### src/rtl/input_debounce_conditioner_if.sv
// rtl/input_debounce_conditioner_if.sv - raw pin inputs and debounced level/strobe outputs
interface input_debounce_conditioner_if #(
    parameter int NUM_BTN = 4,
    parameter int NUM_SW  = 4
);
    logic [NUM_BTN-1:0] key_n_raw;
    logic [NUM_SW-1:0]  sw_raw;
    logic [NUM_BTN-1:0] button_export;
    logic [NUM_SW-1:0]  dipsw_export;
    logic [NUM_BTN-1:0] btn_press;
    logic [NUM_BTN-1:0] btn_release;
    logic [NUM_SW-1:0]  sw_change;
    logic               any_event;

    // Board side: drives the raw pins and observes conditioned results.
    modport master (
        output key_n_raw, sw_raw,
        input  button_export, dipsw_export, btn_press, btn_release, sw_change, any_event
    );

    // Conditioner side.
    modport slave (
        input  key_n_raw, sw_raw,
        output button_export, dipsw_export, btn_press, btn_release, sw_change, any_event
    );
endinterface

### src/rtl/input_debounce_conditioner.sv
// rtl/input_debounce_conditioner.sv - synchronise, debounce and edge-detect buttons and DIP switches
module input_debounce_conditioner #(
    parameter int NUM_BTN         = 4,
    parameter int NUM_SW          = 4,
    parameter int SYNC_STAGES     = 2,
    parameter int DEBOUNCE_CYCLES = 1000000
) (
    input logic                    clk_clk,
    input logic                    reset_reset,
    input_debounce_conditioner_if.slave bus
);
    localparam int NUM_CH = NUM_BTN + NUM_SW;
    localparam int CNT_W  = $clog2(DEBOUNCE_CYCLES + 1);
    localparam logic [CNT_W-1:0] CNT_LAST = CNT_W'(DEBOUNCE_CYCLES - 1);
    // Buttons are active-low, so their idle (released) level is 1; switches idle at 0.
    localparam logic [NUM_CH-1:0] RST_LEVEL = {{NUM_SW{1'b0}}, {NUM_BTN{1'b1}}};

    logic [NUM_CH-1:0] raw_all;
    logic [NUM_CH-1:0] stable_all;
    logic [NUM_CH-1:0] accept_all;

    logic [NUM_BTN-1:0] press_q;
    logic [NUM_BTN-1:0] release_q;
    logic [NUM_SW-1:0]  change_q;
    logic               any_q;

    assign raw_all = {bus.sw_raw, bus.key_n_raw};

    generate
        for (genvar ch = 0; ch < NUM_CH; ch++) begin : g_ch
            logic [SYNC_STAGES-1:0] sync_q;
            logic [CNT_W-1:0]       cnt_q;
            logic                   stable_q;
            logic                   differ;
            logic                   accept;

            assign differ = sync_q[SYNC_STAGES-1] != stable_q;
            assign accept = differ && (cnt_q == CNT_LAST);

            always_ff @(posedge clk_clk) begin
                if (reset_reset) begin
                    sync_q   <= {SYNC_STAGES{RST_LEVEL[ch]}};
                    cnt_q    <= '0;
                    stable_q <= RST_LEVEL[ch];
                end else begin
                    sync_q <= {sync_q[SYNC_STAGES-2:0], raw_all[ch]};
                    // One cycle agreeing with the stable level restarts qualification.
                    if (!differ) begin
                        cnt_q <= '0;
                    end else if (accept) begin
                        stable_q <= sync_q[SYNC_STAGES-1];
                        cnt_q    <= '0;
                    end else begin
                        cnt_q <= cnt_q + CNT_W'(1);
                    end
                end
            end

            assign stable_all[ch] = stable_q;
            assign accept_all[ch] = accept;
        end
    endgenerate

    // Strobes are registered on the same edge that flips the stable level.
    always_ff @(posedge clk_clk) begin
        if (reset_reset) begin
            press_q   <= '0;
            release_q <= '0;
            change_q  <= '0;
            any_q     <= 1'b0;
        end else begin
            press_q   <= accept_all[NUM_BTN-1:0] &  stable_all[NUM_BTN-1:0];
            release_q <= accept_all[NUM_BTN-1:0] & ~stable_all[NUM_BTN-1:0];
            change_q  <= accept_all[NUM_CH-1:NUM_BTN];
            any_q     <= |accept_all;
        end
    end

    assign bus.button_export = stable_all[NUM_BTN-1:0];
    assign bus.dipsw_export  = stable_all[NUM_CH-1:NUM_BTN];
    assign bus.btn_press     = press_q;
    assign bus.btn_release   = release_q;
    assign bus.sw_change     = change_q;
    assign bus.any_event     = any_q;
endmodule
### src/flat_wrapper.sv
// flat-port wrapper written by rule: the top's interface ports become plain ports
module input_debounce_conditioner_flat 
#(
    parameter int NUM_BTN         = 4,
    parameter int NUM_SW          = 4,
    parameter int SYNC_STAGES     = 2,
    parameter int DEBOUNCE_CYCLES = 1000000
)
  (clk_clk, reset_reset, bus_key_n_raw, bus_sw_raw, bus_button_export, bus_dipsw_export, bus_btn_press, bus_btn_release, bus_sw_change, bus_any_event);
  input_debounce_conditioner_if #(.NUM_BTN(NUM_BTN), .NUM_SW(NUM_SW)) bus_i ();
  input logic clk_clk;
  input logic reset_reset;
  input wire logic [$bits(bus_i.key_n_raw)-1:0] bus_key_n_raw;
  input wire logic [$bits(bus_i.sw_raw)-1:0] bus_sw_raw;
  output wire logic [$bits(bus_i.button_export)-1:0] bus_button_export;
  output wire logic [$bits(bus_i.dipsw_export)-1:0] bus_dipsw_export;
  output wire logic [$bits(bus_i.btn_press)-1:0] bus_btn_press;
  output wire logic [$bits(bus_i.btn_release)-1:0] bus_btn_release;
  output wire logic [$bits(bus_i.sw_change)-1:0] bus_sw_change;
  output wire logic [$bits(bus_i.any_event)-1:0] bus_any_event;
  assign bus_i.key_n_raw = bus_key_n_raw;
  assign bus_i.sw_raw = bus_sw_raw;
  assign bus_button_export = bus_i.button_export;
  assign bus_dipsw_export = bus_i.dipsw_export;
  assign bus_btn_press = bus_i.btn_press;
  assign bus_btn_release = bus_i.btn_release;
  assign bus_sw_change = bus_i.sw_change;
  assign bus_any_event = bus_i.any_event;
  input_debounce_conditioner #(.NUM_BTN(NUM_BTN), .NUM_SW(NUM_SW), .SYNC_STAGES(SYNC_STAGES), .DEBOUNCE_CYCLES(DEBOUNCE_CYCLES)) u_core (.clk_clk(clk_clk), .reset_reset(reset_reset), .bus(bus_i));
endmodule
### config.mk
export PLATFORM = sky130hd
export DESIGN_NAME = input_debounce_conditioner_flat
export DESIGN_NICKNAME = d
export VERILOG_FILES = /design/src/rtl/input_debounce_conditioner_if.sv /design/src/rtl/input_debounce_conditioner.sv /design/src/flat_wrapper.sv
export SDC_FILE = /design/constraint.sdc
export NUM_CORES = 1
export LEC_CHECK = 0
export CAP_MARGIN = 10
export CORE_MARGIN = 2
export CORE_UTILIZATION = 39
export CTS_CLUSTER_SIZE = 12
export DETAILED_ROUTE_END_ITERATION = 8
export SYNTH_ARGS = -nofsm -noshare
export SYNTH_HDL_FRONTEND = slang
export SYNTH_SLANG_ARGS = --single-unit
export TNS_END_PERCENT = 100
### constraint.sdc
create_clock -name clk_clk -period 1.81 [get_ports clk_clk]
set_input_delay 0.181 -clock clk_clk [delete_from_list [all_inputs] [get_ports clk_clk]]
set_output_delay 0.181 -clock clk_clk [all_outputs]
set_load 0.02 [all_outputs]
---- After elaboration in Yosys (flattened, before gate mapping) ----
Index checks and enable logic that the tools add are counted.
word-level totals
  register bits after elaboration ......... 197
  bits of input ports ..................... 10
  output and inout port bits .............. 21
  logic and storage cells ................. 88
cells by class
  $add $sub $neg .......................... 8
  eq/ne operators ......................... 16
  bitwise gates (word level) .............. 11
  reductions and logical operators ........ 25
operator list
  operator               count
  $add 20x1->20 const B  8
  $eq 20x20->1 const B   8
  $reduce_or 3->1        8
  $reduce_and 2->1       8
  $and 4x4->4            2
  $logic_and 1x1->1      8
  $ne 1x1->1             8
  $not 1->1              8
  $reduce_or 8->1        1
  $not 4->4              1

---- Longest topological paths before layout ----
  depth after elaboration ................. 3
  gate-level depth with buffers ........... 8
  gate-level depth less buffers ........... 6

---- Worst setup path after synthesis ----
Ideal clock, no wire load.
  kind .................................... reg2reg
  start point ............................. reg u_core.g_ch[4].cnt_q[13]
  end point ............................... reg u_core.g_ch[4].cnt_q[12]
  setup time .............................. 115 ps
  arrival ................................. 1745 ps
  required time ........................... 1695 ps
  slack ................................... -49 ps
  stages on the path, launching flop included .. 8
  path buffers ............................ 2
  clock period less this slack ............ 1859 ps
  path through ............................ dfxtp_1 -> nand4b_1 -> or3_1 -> or4_1 -> buf_6 -> nand2_8 -> buf_8 -> nor2_1
between the ends
  longest elaborated chain between the ends .. 3
RTL lines
  item                       line                              text
  from (decl)                input_debounce_conditioner.sv:32  logic [CNT_W-1:0] cnt_q;
  from (signal assigned)     input_debounce_conditioner.sv:54  cnt_q <= cnt_q + CNT_W'(1);
  $eq 20x20->1               input_debounce_conditioner.sv:38  assign accept = differ && (cnt_q == CNT_LAST);
  $logic_and 1x1->1          input_debounce_conditioner.sv:38
  $reduce_or 3->1 (no line)  --
No other way between the ends.
A chain may end at the register's enable or synchronous reset.

---- Worst setup path in the final report ----
  start point ............................. reg u_core.g_ch[2].cnt_q[11]
  end point ............................... reg u_core.g_ch[2].cnt_q[4]
between the ends
  longest elaborated chain between the ends .. 3
RTL lines
  item                       line
  from (decl)                input_debounce_conditioner.sv:32
  from (signal assigned)     input_debounce_conditioner.sv:54
  $eq 20x20->1               input_debounce_conditioner.sv:38
  $logic_and 1x1->1          input_debounce_conditioner.sv:38
  $reduce_or 3->1 (no line)  --
No other way between the ends.

==> results.rst <==
.. list-table::
   :header-rows: 1

   * - Metric
     - Value
   * - Drt via density
     - just under 5
   * - Number of synthesis warnings
     - 0
   * - Ratio of cells with drive above 1 in the final layout
     - between 10% and 20%
   * - Max FO, Critical Path
     - 5
   * - Vias in the first global route
     - 6029
   * - CTS Buffer Depth
     - 2
   * - Hold Fails Final Rpt
     - 0
   * - Path type of the worst setup path
     - flip-flop to flip-flop
   * - Actual transition at the worst max-transition pin
     - approximately 560 ps
   * - Post-synth net total
     - between 900 and 1000
   * - Clock sink count
     - 197
   * - Drt wl/cell
     - between 10 and 15 um
   * - Nets
     - 1034
   * - Area added between synthesis and finish
     - 24.0%
   * - Synth area leaders
     - dfxtp_1 (48%), xor2_1 (9.2%), nor2_1 (9.1%)
   * - Die footprint
     - roughly 0.022 mm2
   * - Worst path buffer plus inverter count
     - 1
   * - Power density of the placed cells
     - approximately 800 mW/mm2
   * - F_max
     - about 550 MHz
   * - Ys async rst share
     - 0%
   * - Antenna violation net count after detailed routing
     - 0
   * - Area used by multi-input combinational logic
     - around 0.0042 mm2
   * - # port buffers
     - 30
   * - Filler cell count
     - between 1500 and 2000
   * - Estimated wirelength of the detail-placed design
     - 10700 um
   * - Gp weighted congestion
     - 0.777
   * - Antenna violations before repair
     - 0
   * - Cell at the root of the clock tree
     - clkbuf_16
   * - Met1 global-route usage
     - about a fifth
   * - Critical path's top delay family
     - simple AND/OR/NAND/NOR gates
   * - Avg Inst Size Synth
     - 8.99 um2
   * - Post-synthesis sequential area ratio
     - about half
   * - Hold slack
     - 213 ps
   * - Endpoint type of the worst setup path
     - flip-flop
   * - Reported leakage power
     - ~0.0034 uW
   * - Post-synth EDFFs
     - 0
   * - Total iterations of the first detailed-routing run
     - 4
   * - Area fraction in compound gates after synthesis
     - 0.397%
   * - Worst Clk Skew
     - 8.99 ps
   * - Status
     - finished, final reports clean
   * - 1st-iter DRT viols
     - 214
   * - Cell types with the highest counts after synthesis
     - nor2_1 (199), dfxtp_1 (197), xor2_1 (86)
   * - Core area
     - around 0.021 mm2
   * - GR Util All Layers
     - 14.9%
   * - Cell type of the slowest stage on the worst timing path
     - or4_4
   * - Sort of element at the start of the critical path
     - flip-flop
   * - Type of the worst min-delay path
     - input port to flip-flop
   * - GRT met2 Usage
     - around 25%
   * - Unrepaired setup endpoints after global routing
     - true
   * - Clock tree from TritonCTS
     - done
   * - CP Cell Sequence
     - or4_4 > nor4_4 > and2_4 > or3_4 > clkbuf_16 > nor2_2
   * - Sequential cell area
     - ~0.004 mm2
   * - Height of the chip
     - around 150 um
   * - Global routing's busiest layer
     - met2
   * - Number of pins with negative max-slew slack in the final report
     - 0
   * - Wirelength, routed
     - about 16000 um
   * - Insertion delay of the later-clocked pin in the worst-skew pair
     - 430 ps
   * - Leading register cell type out of synthesis
     - dfxtp_1
   * - I/O pin count
     - 31
   * - Initial core utilization
     - between 30% and 40%
   * - Utilization of the core after routing
     - between 40% and 50%
   * - TritonCTS buffer count
     - 17
   * - Library cell with the highest instance count after synthesis
     - nor2_1
   * - Max-cap check violation count
     - 0
   * - Top-area cell type share of the netlist area
     - 48.1%
   * - Pin count of the biggest net entering global routing
     - 29
   * - Wire length of the first global-routing pass
     - around 27000 um
   * - Met3 Usage GRT
     - between 3 and 4%
   * - Multiplexer share of the synthesized area
     - less than 1%
   * - Standard-cell rows
     - 53
   * - Number of levels in the clock H-tree
     - 4
   * - Peak supply drop
     - about 0.5 mV
   * - Post-synthesis instance area
     - between 0.008 and 0.009 mm2
   * - Antenna diode count
     - 0
   * - Arrival time at the worst endpoint
     - roughly 2100 ps
   * - Post-route DRC violation count
     - 0
   * - Endpoints failing setup
     - 0
   * - Largest family of logic cells by synthesized area
     - simple AND/OR/NAND/NOR gates
   * - Residual overflow from global routing
     - 0
   * - Die Wd
     - about 150 um
   * - Data required time of the worst path
     - approximately 2100 ps
   * - Via total after detailed routing
     - 6262
   * - Post-CTS clock slew at the launch and capture registers of the worst setup and hold paths
     - roughly 70 ps
   * - Adder-Cell Fraction of Synth Area
     - 1.22%
   * - Area fraction in and, or, nand and nor cells after synthesis
     - between 30% and 40%
   * - Peak per-stage delay on the critical path
     - 540 ps
   * - Fin crit period
     - about 1800 ps
   * - Post-route clock period utilization
     - between 90% and 100%
   * - Number of register bits inferred by synthesis
     - about 200
   * - Top cell type by total area after synthesis
     - dfxtp_1
   * - Total power draw
     - 8160 uW
   * - Mapped Cells
     - ~910
   * - XOR/XNOR share of the synthesized area
     - between 10% and 20%
   * - Max_slew headroom
     - 62.9%
   * - Unique masters post-synth
     - 38
## worst paths after layout
path,from,end,slack (ps),cells after the start
hold reg to reg,u_core.g_ch[3].sync_q[0],u_core.g_ch[3].sync_q[1],410,1
hold / removal,reset_reset,u_core.bus.sw_change[0],210,2
setup / recovery,u_core.g_ch[2].cnt_q[11],u_core.g_ch[2].cnt_q[4],7,6
setup reg to reg,u_core.g_ch[2].cnt_q[11],u_core.g_ch[2].cnt_q[4],7,6
## through the flow
step	cell area [um2]	TNS (ps)	std cells	setup slack, ps
finish	10200	0	1304	6.73
detailed placement	9330	-2290	1266	-106
global placement	9330	-835	1266	-53.1
CTS	9950	0	1301	2.91
floorplan	8200	0	912	7.37
global route	10200	-1300	1304	-84.3
## flip-flops by register name (all words and copies together) (netlist names)
signal                  flops
u_core.g_ch.sync_q         16
u_core.bus.btn_release      4
u_core.bus.btn_press        4
u_core.bus.any_event        1
u_core.g_ch.cnt_q         160
u_core.bus.sw_change        4
u_core.g_ch.stable_q        8
## cell type report
cell class	instances	area share [%]
timing repair buffer	119	10.5
sequential	197	38.8
clock buffer	23	4.89
tap	275	3.38
inverter	17	0.627
multi-input combinational	664	41.1
clock inverter	9	0.738
## cells in the final DEF (no fill, tap or decap), types with 3 or more instances in the layout
master and instances:
nor2_1 194, dfxtp_1 192, xor2_1 86, buf_4 79, xnor2_1 66, nand3_1 58, nand2_1 49, nand4_1 36
clkdlybuf4s50_1 28, nor3_1 20, clkbuf_16 19, inv_1 17, and3_1 16, and4_1 14, nor4_1 12, or2_2 11
nor2b_1 11, or3_1 8, ha_1 8, nor4b_1 7, nor3b_1 7, nor4_2 6, clkinv_2 6, and2_1 5
clkbuf_8 5, dfxtp_2 5, nand2b_1 4, nand3b_1 4, mux2i_1 4, nor2_4 4, buf_12 4, buf_6 4
nand4b_1 3, nor4bb_1 3, o21ai_0 3
## worst reg2reg max path: cells and delay by family, from the launching register on
kind                   cells  cell delay [ps]
and+or+nand+nor            5             1210
buffers and inverters      1              180
DFF                        1              320
## timing repair
item | CTS | global route
hold buffers | 0 | 0
gates resized for setup | 8 | 38
setup endpoints to repair | 44 | 151
buffers inserted | 2 | 1
pin swaps | 3 | 13
cloned | 1 | 2
## kinds of logic (layout without fill, tap and decap cells)
group / count (synthesis) / after routing
xor gates and xnor gates: 152 / 152
muxes: 4 / 4
and+or+nand+nor: 495 / 495
DFF: 197 / 197
AOI/OAI and AO/OA: 5 / 5
buffers and inverters: 51 / 168
adders and majority gates: 8 / 8
## layer usage
metal  routed length [um]  up-vias  share of wire, %
li1                     -     3264                 -
met3                  418       13               2.6
met2                 7440       55                47
met5                    0        -                 0
met4                  180        0               1.1
met1                 7860     2930                49
## power breakdown
part	internal, uW	switching (uW)	total [uW]
Clock	2070	1600	3660
Sequential	4350	12.6	4370
Combinational	65.5	65.5	131
No activity file was read; power rests on OpenSTA's default activity.
